File: src/rtl/dpr_fifo_ctrl_if.sv
// Control-side bundle between a FIFO user, dpr_fifo_ctrl and the dpr_sync RAM.
// master = request side (user), slave = the FIFO controller.
interface dpr_fifo_ctrl_if #(
  parameter int unsigned ADDR_SIZE = 10
);
  logic                 wr_req;
  logic                 rd_req;
  logic                 wr_en;
  logic                 rd_en;
  logic                 blk_select;
  logic [ADDR_SIZE-1:0] add_wr;
  logic [ADDR_SIZE-1:0] add_rd;
  logic [ADDR_SIZE:0]   count;
  logic                 full;
  logic                 empty;
  logic                 almost_full;
  logic                 almost_empty;
  logic                 rd_valid;
  logic                 overflow;
  logic                 underflow;

  modport master (
    output wr_req, rd_req,
    input  wr_en, rd_en, blk_select, add_wr, add_rd, count,
           full, empty, almost_full, almost_empty, rd_valid, overflow, underflow
  );

  modport slave (
    input  wr_req, rd_req,
    output wr_en, rd_en, blk_select, add_wr, add_rd, count,
           full, empty, almost_full, almost_empty, rd_valid, overflow, underflow
  );
endinterface

File: src/rtl/dpr_fifo_ctrl.sv
// Synchronous FIFO controller driving the write/read strobes and addresses of dpr_sync.
// rd_valid lines up with the RAM's registered dout one cycle after a read grant.
module dpr_fifo_ctrl #(
  parameter int unsigned MEM_DEPTH = 1024,
  parameter int unsigned ADDR_SIZE = 10,
  parameter int unsigned AF_LEVEL  = 1020,
  parameter int unsigned AE_LEVEL  = 4
) (
  input logic            clk,
  input logic            rst,
  dpr_fifo_ctrl_if.slave bus
);
  localparam int unsigned CW = ADDR_SIZE + 1;
  localparam logic [CW-1:0] FULL_CNT = CW'(MEM_DEPTH);
  localparam logic [CW-1:0] AF_CNT   = CW'(AF_LEVEL);
  localparam logic [CW-1:0] AE_CNT   = CW'(AE_LEVEL);

  logic [ADDR_SIZE-1:0] r_add_wr;
  logic [ADDR_SIZE-1:0] r_add_rd;
  logic [CW-1:0]        r_count;
  logic                 r_rd_valid;
  logic                 r_overflow;
  logic                 r_underflow;

  logic w_full;
  logic w_empty;
  logic w_wr_en;
  logic w_rd_en;

  // Flags come only from the registered count, so they never follow the request inputs.
  assign w_full  = (r_count == FULL_CNT);
  assign w_empty = (r_count == '0);
  assign w_wr_en = bus.wr_req & ~w_full  & ~rst;
  assign w_rd_en = bus.rd_req & ~w_empty & ~rst;

  always_ff @(posedge clk) begin
    if (rst) begin
      r_add_wr    <= '0;
      r_add_rd    <= '0;
      r_count     <= '0;
      r_rd_valid  <= 1'b0;
      r_overflow  <= 1'b0;
      r_underflow <= 1'b0;
    end else begin
      // Pointers wrap naturally because MEM_DEPTH == 2**ADDR_SIZE.
      if (w_wr_en) r_add_wr <= r_add_wr + ADDR_SIZE'(1);
      if (w_rd_en) r_add_rd <= r_add_rd + ADDR_SIZE'(1);
      case ({w_wr_en, w_rd_en})
        2'b10:   r_count <= r_count + CW'(1);
        2'b01:   r_count <= r_count - CW'(1);
        default: r_count <= r_count;
      endcase
      r_rd_valid  <= w_rd_en;
      r_overflow  <= bus.wr_req & w_full;
      r_underflow <= bus.rd_req & w_empty;
    end
  end

  assign bus.wr_en        = w_wr_en;
  assign bus.rd_en        = w_rd_en;
  assign bus.blk_select   = w_wr_en | w_rd_en;
  assign bus.add_wr       = r_add_wr;
  assign bus.add_rd       = r_add_rd;
  assign bus.count        = r_count;
  assign bus.full         = w_full;
  assign bus.empty        = w_empty;
  assign bus.almost_full  = (r_count >= AF_CNT);
  assign bus.almost_empty = (r_count <= AE_CNT);
  assign bus.rd_valid     = r_rd_valid;
  assign bus.overflow     = r_overflow;
  assign bus.underflow    = r_underflow;
endmodule
File: src/flat_wrapper.sv
// flat-port wrapper written by rule: the top's interface ports become plain ports
module dpr_fifo_ctrl_flat 
#(
  parameter int unsigned MEM_DEPTH = 1024,
  parameter int unsigned ADDR_SIZE = 10,
  parameter int unsigned AF_LEVEL  = 1020,
  parameter int unsigned AE_LEVEL  = 4
)
  (clk, rst, bus_wr_req, bus_rd_req, bus_wr_en, bus_rd_en, bus_blk_select, bus_add_wr, bus_add_rd, bus_count, bus_full, bus_empty, bus_almost_full, bus_almost_empty, bus_rd_valid, bus_overflow, bus_underflow);
  dpr_fifo_ctrl_if #(.ADDR_SIZE(ADDR_SIZE)) bus_i ();
  input logic clk;
  input logic rst;
  input wire logic [$bits(bus_i.wr_req)-1:0] bus_wr_req;
  input wire logic [$bits(bus_i.rd_req)-1:0] bus_rd_req;
  output wire logic [$bits(bus_i.wr_en)-1:0] bus_wr_en;
  output wire logic [$bits(bus_i.rd_en)-1:0] bus_rd_en;
  output wire logic [$bits(bus_i.blk_select)-1:0] bus_blk_select;
  output wire logic [$bits(bus_i.add_wr)-1:0] bus_add_wr;
  output wire logic [$bits(bus_i.add_rd)-1:0] bus_add_rd;
  output wire logic [$bits(bus_i.count)-1:0] bus_count;
  output wire logic [$bits(bus_i.full)-1:0] bus_full;
  output wire logic [$bits(bus_i.empty)-1:0] bus_empty;
  output wire logic [$bits(bus_i.almost_full)-1:0] bus_almost_full;
  output wire logic [$bits(bus_i.almost_empty)-1:0] bus_almost_empty;
  output wire logic [$bits(bus_i.rd_valid)-1:0] bus_rd_valid;
  output wire logic [$bits(bus_i.overflow)-1:0] bus_overflow;
  output wire logic [$bits(bus_i.underflow)-1:0] bus_underflow;
  assign bus_i.wr_req = bus_wr_req;
  assign bus_i.rd_req = bus_rd_req;
  assign bus_wr_en = bus_i.wr_en;
  assign bus_rd_en = bus_i.rd_en;
  assign bus_blk_select = bus_i.blk_select;
  assign bus_add_wr = bus_i.add_wr;
  assign bus_add_rd = bus_i.add_rd;
  assign bus_count = bus_i.count;
  assign bus_full = bus_i.full;
  assign bus_empty = bus_i.empty;
  assign bus_almost_full = bus_i.almost_full;
  assign bus_almost_empty = bus_i.almost_empty;
  assign bus_rd_valid = bus_i.rd_valid;
  assign bus_overflow = bus_i.overflow;
  assign bus_underflow = bus_i.underflow;
  dpr_fifo_ctrl #(.MEM_DEPTH(MEM_DEPTH), .ADDR_SIZE(ADDR_SIZE), .AF_LEVEL(AF_LEVEL), .AE_LEVEL(AE_LEVEL)) u_core (.clk(clk), .rst(rst), .bus(bus_i));
endmodule
File: config.mk
export PLATFORM = sky130hd
export DESIGN_NAME = dpr_fifo_ctrl_flat
export DESIGN_NICKNAME = d
export VERILOG_FILES = /design/src/rtl/dpr_fifo_ctrl_if.sv /design/src/rtl/dpr_fifo_ctrl.sv /design/src/flat_wrapper.sv
export SDC_FILE = /design/constraint.sdc
export NUM_CORES = 1
export LEC_CHECK = 0
export BUFFER_PORTS_ARGS = -buffer_cell sky130_fd_sc_hd__buf_2
export CORE_UTILIZATION = 48
export DETAILED_ROUTE_END_ITERATION = 8
export MAX_ROUTING_LAYER = met4
export PLACE_DENSITY_LB_ADDON = 0.2
export SLEW_MARGIN = 20
export SYNTH_ARGS = -nofsm -noshare
export SYNTH_HDL_FRONTEND = slang
export SYNTH_SLANG_ARGS = --single-unit
File: constraint.sdc
create_clock -name clk -period 3.3 [get_ports clk]
set_input_delay 0.33 -clock clk [delete_from_list [all_inputs] [get_ports clk]]
set_output_delay 0.33 -clock clk [all_outputs]
set_load 0.01 [all_outputs]
# --- After elaboration in Yosys (flattened, before gate mapping) ---
# Index checks and enable logic that the tools add are counted.
word_totals:
  register_bits: 34
  latchBits: 0
  ram_bits: 0
  romBits: 0
  in_bits: 4
  out_inout_bits: 41
  word_cells: 28
  mem_count: 0
op_classes:
  n_addsub: 4
  multipliers: 0
  div: 0
  n_lt_le_gt_ge: 2
  eq_ne: 3
  shift: 0
  n_mux: 1
  n_bitwise: 10
  n_reduce_logical: 2
op_table:
  columns: ["cell", "n"]
  rows:
  - ["$pmux W11 S2", 1]
  - ["$add A10 B1 Y10 const B", 2]
  - ["$add A11 B1 Y11 const B", 1]
  - ["$eq A11 B11 Y1 const B", 1]
  - ["$ge A11 B10 Y1 const B", 1]
  - ["$le A11 B3 Y1 const B", 1]
  - ["$logic_not A11 Y1", 1]
  - ["$sub A11 B1 Y11 const B", 1]
  - ["$and A1 B1 Y1", 6]
  - ["$not A1 Y1", 3]
  - ["$eq A2 B1 Y1 const B", 1]
  - ["$eq A2 B2 Y1 const B", 1]
  - ["$reduce_bool A2 Y1", 1]
  - ["$or A1 B1 Y1", 1]

# --- Logic depth before layout (Yosys ltp) ---
# Gate-level depths: netlist (run 1).
logic_depth:
  ltp_word: 6
  depth_mapped: 13
  ltp_nobuf: 12

# --- Least setup slack after synthesis (run 1) ---
# No wires, ideal clock.
synth_timing:
  path_type: "register to register"
  start: "reg u_core.r_count[6], in the netlist u_core.bus.count[6]"
  end: "reg u_core.r_count[10], in the netlist u_core.bus.count[10]"
  arrival_ps: 3247
  path_slack_ps: -68
  path_stages_with_launch: 13
  path_buffers: 1
  synth_period_minus_slack_ps: 3368
  cell_sequence: "dfxtp_1 > nor4_4 > nand4b_4 > and3b_1 > buf_6 > ha_1 > ha_1 > a21o_1 > a21oi_1 > o21ai_1 > a221oi_2 > mux2i_1 > mux2_2"
synth_via:
  elab_chain_cells: 6
  word_cells_on_any_way: 14
synth_lines:
  columns: ["item", "line", "rtl"]
  rows:
  - ["start: declaration", "dpr_fifo_ctrl.sv:20", "logic [CW-1:0] r_count;"]
  - ["start signal: assignment", "dpr_fifo_ctrl.sv:49", "2'b10: r_count <= r_count + CW'(1);"]
  - ["start signal: assignment", "dpr_fifo_ctrl.sv:50", "2'b01: r_count <= r_count - CW'(1);"]
  - ["start signal: assignment", "dpr_fifo_ctrl.sv:51", "default: r_count <= r_count;"]
  - ["$logic_not A11 Y1 (*)", "dpr_fifo_ctrl.sv:32", "assign w_empty = (r_count == '0);"]
  - ["$not A1 Y1 (*)", "dpr_fifo_ctrl.sv:34", "assign w_rd_en = bus.rd_req & ~w_empty & ~rst;"]
  - ["$and A1 B1 Y1 (*) (2 in a row)", "dpr_fifo_ctrl.sv:34", null]
  - ["via bus_rd_en", "flat_wrapper.sv:16", "output wire logic [$bits(bus_i.rd_en)-1:0] bus_rd_en;"]
  - ["$eq A2 B1 Y1 or $eq A2 B2 Y1 (tied branches)", "dpr_fifo_ctrl.sv:48", "case ({w_wr_en, w_rd_en})"]
  - ["$pmux W11 S2 or $reduce_bool A2 Y1 (tied branches)", null, null]
# The timed path passes the listed nets; every way through them passes the cells marked *.
# A chain may end at the register's enable or synchronous reset.

# --- Final worst setup path (run 1) ---
layout_timing:
  start: "reg u_core.r_count[7], in the netlist u_core.bus.count[7]"
  end: "reg u_core.r_count[10], in the netlist u_core.bus.count[10]"
layout_via:
  elab_chain_cells: 6
  word_cells_on_any_way: 14
layout_lines:
  columns: ["item", "line"]
  rows:
  - ["$eq A11 B11 Y1 or $logic_not A11 Y1 (tied branches)", "dpr_fifo_ctrl.sv:31, dpr_fifo_ctrl.sv:32"]
  - ["$not A1 Y1, on equally long branches", "dpr_fifo_ctrl.sv:33, dpr_fifo_ctrl.sv:34"]
  - ["$and A1 B1 Y1, on equally long branches (2 in a row)", "dpr_fifo_ctrl.sv:33, dpr_fifo_ctrl.sv:34"]
  - ["$eq A2 B1 Y1 or $eq A2 B2 Y1 (tied branches)", "dpr_fifo_ctrl.sv:48"]
  - ["$pmux W11 S2 or $reduce_bool A2 Y1 (tied branches)", null]
# Several ways; a longest one is shown, not always the timed one.

==> results of run 1 <==
## logic make-up (layout without fill, tap and decap cells)
kind of cell | after synthesis | count (layout) | synth area share
compound gates | 34 | 34 | 0.1186
simple gates | 93 | 93 | 0.2694
fa+ha+maj | 14 | 14 | 0.09212
mux | 7 | 7 | 0.03596
flops | 34 | 34 | 0.3432
buf+inv | 21 | 80 | 0.04353
xor+xnor | 22 | 22 | 0.09716
## layer usage
metal | vias to the layer above | share of wire
li1 | 898 | -
met1 | 803 | 0.49
met2 | 32 | 0.47
met3 | 2 | 0.029
met4 | 0 | 0.0063
met5 | - | 0
## sequential cells by signal, indices dropped and copies added (netlist names)
register and cells:
u_core.bus.count 11, u_core.bus.add_rd 10, u_core.bus.add_wr 10, u_core.bus.overflow 1, u_core.bus.rd_valid 1, u_core.bus.underflow 1
## cell type report
class / count / area [sq um]
Clock buffer: 5 / 68.82
Clock inverter: 2 / 10.01
Fill cell: 347 / 1363
Inverter: 14 / 52.55
Multi-Input combinational cell: 170 / 1232
Sequential cell: 34 / 681.9
Tap cell: 48 / 60.06
Timing Repair Buffer: 59 / 330.3
## cells in the final DEF (no fill, tap or decap), drive strengths merged, types with 5 or more instances in the layout
cell type	instances
a21oi	7
buf	59
clkbuf	5
dfxtp	34
ha	13
inv	14
mux2i	6
nand2	14
nand2b	7
nand3	9
nand4	8
nor2	29
o21ai	11
xnor2	8
xor2	14
## where the power goes
group | internal, mW | switching [mW] | leakage, nW
combinational | 0.371 | 0.404 | 0.843
clock | 0.141 | 0.146 | 0.0438
sequential | 0.465 | 0.0738 | 0.276
## timing repair
action | CTS | global route
setup endpoints to repair | 0 | 2
gates resized for setup | 0 | 4
setup buffers | 0 | 4
## critical path: cells and delay by family, from the launching register on
kind	cells	cell delay, ns
flip-flops	1	0.36
AO/OA/AOI/OAI	3	0.65
AND/OR/NAND/NOR	3	0.76
multiplexers	2	0.60
buffers and inverters	2	0.32
adder cells (fa/ha/maj)	2	0.38
## synth_stat cells, drive strengths merged, types with 2 or more instances
cell and number:
o21ai 11, nor2b 3, a21o 4, a211oi 3, inv 14, buf 4, or3 3, ha 13
nor3b 4, mux2i 6, nand4 8, nand2b 7, xnor2 8, nand3 9, nor2 29, nor3 4
a21oi 7, and3 3, nand2 14, xor2 14, a31oi 2, dfxtp 34, clkbuf 3, and3b 2
## path summary, 6_finish.rpt
| path | slack, ns | endpoint | from | cells after the start |
|---|---|---|---|---|
| setup reg to reg | 0.12 | u_core.bus.count[10] | u_core.bus.count[7] | 12 |
| hold reg to reg | 0.51 | u_core.bus.add_wr[8] | u_core.bus.add_wr[8] | 2 |
| setup / recovery | 0.12 | u_core.bus.count[10] | u_core.bus.count[7] | 12 |
| hold / removal | 0.36 | u_core.bus.underflow | bus_rd_req | 2 |
==> flow_metrics.tcl, run 1 <==
set metrics [dict create \
    initial_core_util 0.5221 \
    place_congestion 0.8833 \
    hold_viol_final 0 \
    grt-ovfl-total 0 \
    synth.avg_cell_area_sq_um 8.814 \
    fmax_mhz 314.0 \
    power_mw 1.600 \
    place_area_sq_mm 0.002315 \
    status "completed" \
    num_rows 22 \
    dp_slack_ns 0.1049 \
    drt_pass1_iterations 5 \
    maxCapViolCount 0 \
    fin_crit_ns 3.184 \
    busiest_layer "met2" \
    holdCritPathClass "primary input to register" \
    utilization 0.6413 \
    wl_per_cell_um 12.89 \
    cpMostUsedCell "a21o_1" \
    grt_usage 0.2169 \
    synth_seq_cells 34 \
    fin_nets 302 \
    slew_violations 0 \
    hpwl_um 3061 \
    io_buffers 44 \
    synth_top_area_share 0.3432 \
    cts-root-buf "clkbuf_8" \
    grt_first_pass_wirelength_um 7113 \
    synth_edf_count 0 \
    insertion_delay_ns 0.28 \
    route.detailed.drc 0 \
    finalSetupTns_ns 0 \
    synthDistinctLibCells 45 \
    final_area_sq_mm 0.002436 \
    synth_flop_cell "dfxtp_1" \
    fin_hold_ws_ns 0.3599 \
    relSlewSlack 0.6863 \
    fin_crit_sh 0.9650 \
    cts.sinks 34 \
    crit_fanout 6 \
    cts.path.max_buffers 2 \
    area_growth_pct 22.84 \
    ios 45 \
    finClkSkew_ns 0.009450 \
    cts_tree "yes" \
    diodes 0 \
    ant_nets 0 \
    avgViaCountPerCell 5.226 \
    synth_cells 225 \
    vias 1735 \
    setup_viol 0 \
    seq_area_frac_synth 0.3432 \
    cts_buffers 5 \
    crit_path_cell_trace "nor4_4 > nand4b_4 > and3b_2 > ha_4 > buf_2 > buf_4 > ha_2 > a21o_1 > a21o_1 > a221oi_2 > mux2i_1 > mux2_2" \
    synth_area_sq_mm 0.001983 \
    yosys_warnings 0 \
    cpMaxStageDelayCell "nor4_4" \
    core-area_sq_mm 0.003799 \
    finalWirelength_um 4281 \
    h-tree-depth 2 \
    grt_antenna_before_repair 0 \
    crit_arrival_ns 3.36 \
    dieArea_sq_mm 0.004392 \
    grt_pass1_vias 1616 \
    irDropWorstVdd_mv 0.3492 \
    powerDensity_mw_per_mm2 656.8 \
    die_y_um 66.28 \
    yosys.area.top_type "dfxtp_1" \
    ys_async_sr_fraction 0 \
    holdBufCountCts 0 \
    dp.cells 321 \
    crit_type "register to register" \
    grt_max_degree 41 \
    drive_above_1_share 0.2782 \
    final_cells 332 \
    met3_usage 0.04828 \
    synthTopCellsByArea "dfxtp_1 34%, ha_1 8.2%, xor2_1 6.2%, nor2_1 5.5%, xnor2_1 3.5%" \
    worstPathRequired_ns 3.47 \
    cp-end-kind "register" \
    layout_setup_ws_ns 0.1155 \
    tightestPinTransition_ns 0.4706 \
    grt_use_met1 0.2620 \
    clk_pin_slew_ns 0.07 \
    initialDrtViolationCount 70 \
    slowest_delay_ns 0.38 \
    rsz0062_at_grt "false" \
    worstSetupStartpointType "register" \
    syn_nets 243 \
    power_leakage_nw 1.163 \
    grt.met2_usage 0.3571 \
    dieWidth_um 66.28 \
]
(Power assumes the default switching activity.)
==> inputs of run 2 (changes only) <==
CORE_UTILIZATION = 40   (was 48)
==> flow_metrics.tcl, run 2 (same netlist as run 1, synthesis figures left out) <==
set metrics [dict create \
    ios 45 \
    avgViaCountPerCell 4.823 \
    largest_register_ffs 11 \
    insertion_delay_ns 0.28 \
    worstSetupStartpointType "register" \
    initial_core_util 0.4171 \
    crit_arrival_ns 3.30 \
    hpwl_um 3084 \
    finClkSkew_ns 0.004819 \
    core-area_sq_mm 0.004755 \
    final_area_sq_mm 0.002464 \
    cts.path.max_buffers 2 \
    hold_viol_final 0 \
    p_switching_uw 627.2 \
    num_rows 25 \
    status "completed" \
    ant_nets 0 \
    grt_antenna_before_repair 0 \
    dieArea_sq_mm 0.005243 \
    setup_viol 0 \
    cts_tree "yes" \
    area_growth_pct 24.23 \
    tightestPinTransition_ns 0.6805 \
    irDropWorstVdd_mv 0.2277 \
    finalWirelength_um 4209 \
    grt_pass1_vias 1603 \
    fin_nets 301 \
    holdCritPathClass "primary input to register" \
    maxCapViolCount 0 \
    final_cell_mix "44 x buf_2, 34 x dfxtp_1, 29 x nor2_1" \
    crit_type "register to register" \
    clk_pin_slew_ns 0.07 \
    drive_above_1_share 0.2676 \
    crit_fanout 11 \
    p_seq_frac 0.322 \
    cp-end-kind "register" \
    combPwrFrac 0.489 \
    cts_buffers 5 \
    drt_pass1_iterations 4 \
    vias 1693 \
    p_sw_frac 0.3770 \
    initialDrtViolationCount 42 \
    grt-ovfl-total 0 \
    place_area_sq_mm 0.002331 \
    cts.sinks 34 \
    power_mw 1.663 \
    dp.cells 339 \
    final_common_cell "buf_2" \
    worstPathRequired_ns 3.48 \
    route.detailed.drc 0 \
    diodes 0 \
    relSlewSlack 0.5463 \
    fin_crit_sh 0.9470 \
    grt_usage 0.1803 \
    h-tree-depth 2 \
    fmax_mhz 320.0 \
    wl_per_cell_um 11.99 \
    dieWidth_um 72.41 \
    power.share.clock 0.189 \
    place_congestion 0.9204 \
    final_cells 351 \
    utilization 0.5182 \
    power_leakage_nw 1.163 \
    powerDensity_mw_per_mm2 675.2 \
    fin_crit_ns 3.125 \
    die_y_um 72.41 \
    cts-root-buf "clkbuf_8" \
    power.internal_mw 1.036 \
    grt_max_degree 41 \
    slew_violations 0 \
    io_buffers 44 \
    grt_first_pass_wirelength_um 7196 \
]
## run 2: cell count changes in the layout (fill, tap and decap cells not counted)
cell      previous run  this run
buf_2               45        44
clkbuf_1             0         1
clkbuf_8             5         6
clkinv_2             2         1
dfxtp_1             33        34
dfxtp_2              1         0
ha_1                11        12
ha_2                 1         0
## run 2: final timing paths
kind	startpoint	endpoint	slack (ns)	cells after the start
worst min register to register	u_core.bus.add_wr[8]	u_core.bus.add_wr[8]	0.51	2
worst max-delay path	u_core.bus.count[6]	u_core.bus.count[10]	0.17	11
worst min-delay path	bus_rd_req	u_core.bus.underflow	0.36	2
worst max register to register	u_core.bus.count[6]	u_core.bus.count[10]	0.17	11
## run 2: through the flow
step	hold slack (ns)	setup WS, ns	TNS, ns
3_5_place_dp	0.4955	0.1291	0
6_report	0.3605	0.1750	0
2_1_floorplan	0.4857	0.02797	0
5_1_grt	0.3582	-0.002844	-0.002844
3_3_place_gp	0.4884	0.2030	0
4_1_cts	0.3535	0.1158	0
## run 2: critical path, stage by stage (launching register included)
cell and delay, ns:
dfxtp_1 0.37, nor4_4 0.37, nand4b_4 0.16, and3b_2 0.27
ha_4 0.22, ha_1 0.32, nor2b_1 0.14, o21ai_1 0.17
o21ai_1 0.14, a221oi_2 0.28, mux2i_1 0.22, mux2_2 0.34
## run 2: final cells by class
type | count | area (sq um)
fillers | 475 | 2291
multi-input cells | 170 | 1230
flip-flops and latches | 34 | 680.7
repair buffers | 58 | 325.3
clock buffers | 7 | 86.33
well taps | 67 | 83.83
inverters | 14 | 52.55
clock inverters | 1 | 5.005
## run 2: timing repair
action                                  CTS  global route
gates resized for setup                   0             2
endpoints found under the hold margin     0             0
endpoints found under the setup margin    0             1
hold buffers                              0             0
buffers inserted                          0             4
## run 2: layer usage
metal	global-route usage	part of all wire
met1	0.2239	0.49
met2	0.2804	0.46
met3	0.03056	0.031
met4	0.09368	0.023
met5	-	0
## run 2: power by group through the flow
stage	Combinational, mW	Sequential (mW)	Clock [mW]
floorplan	0.467	0.563	0
global placement	0.718	0.543	0
detailed placement	0.723	0.544	0
CTS	0.726	0.535	0.328
global route	0.901	0.547	0.344
finish	0.814	0.535	0.315
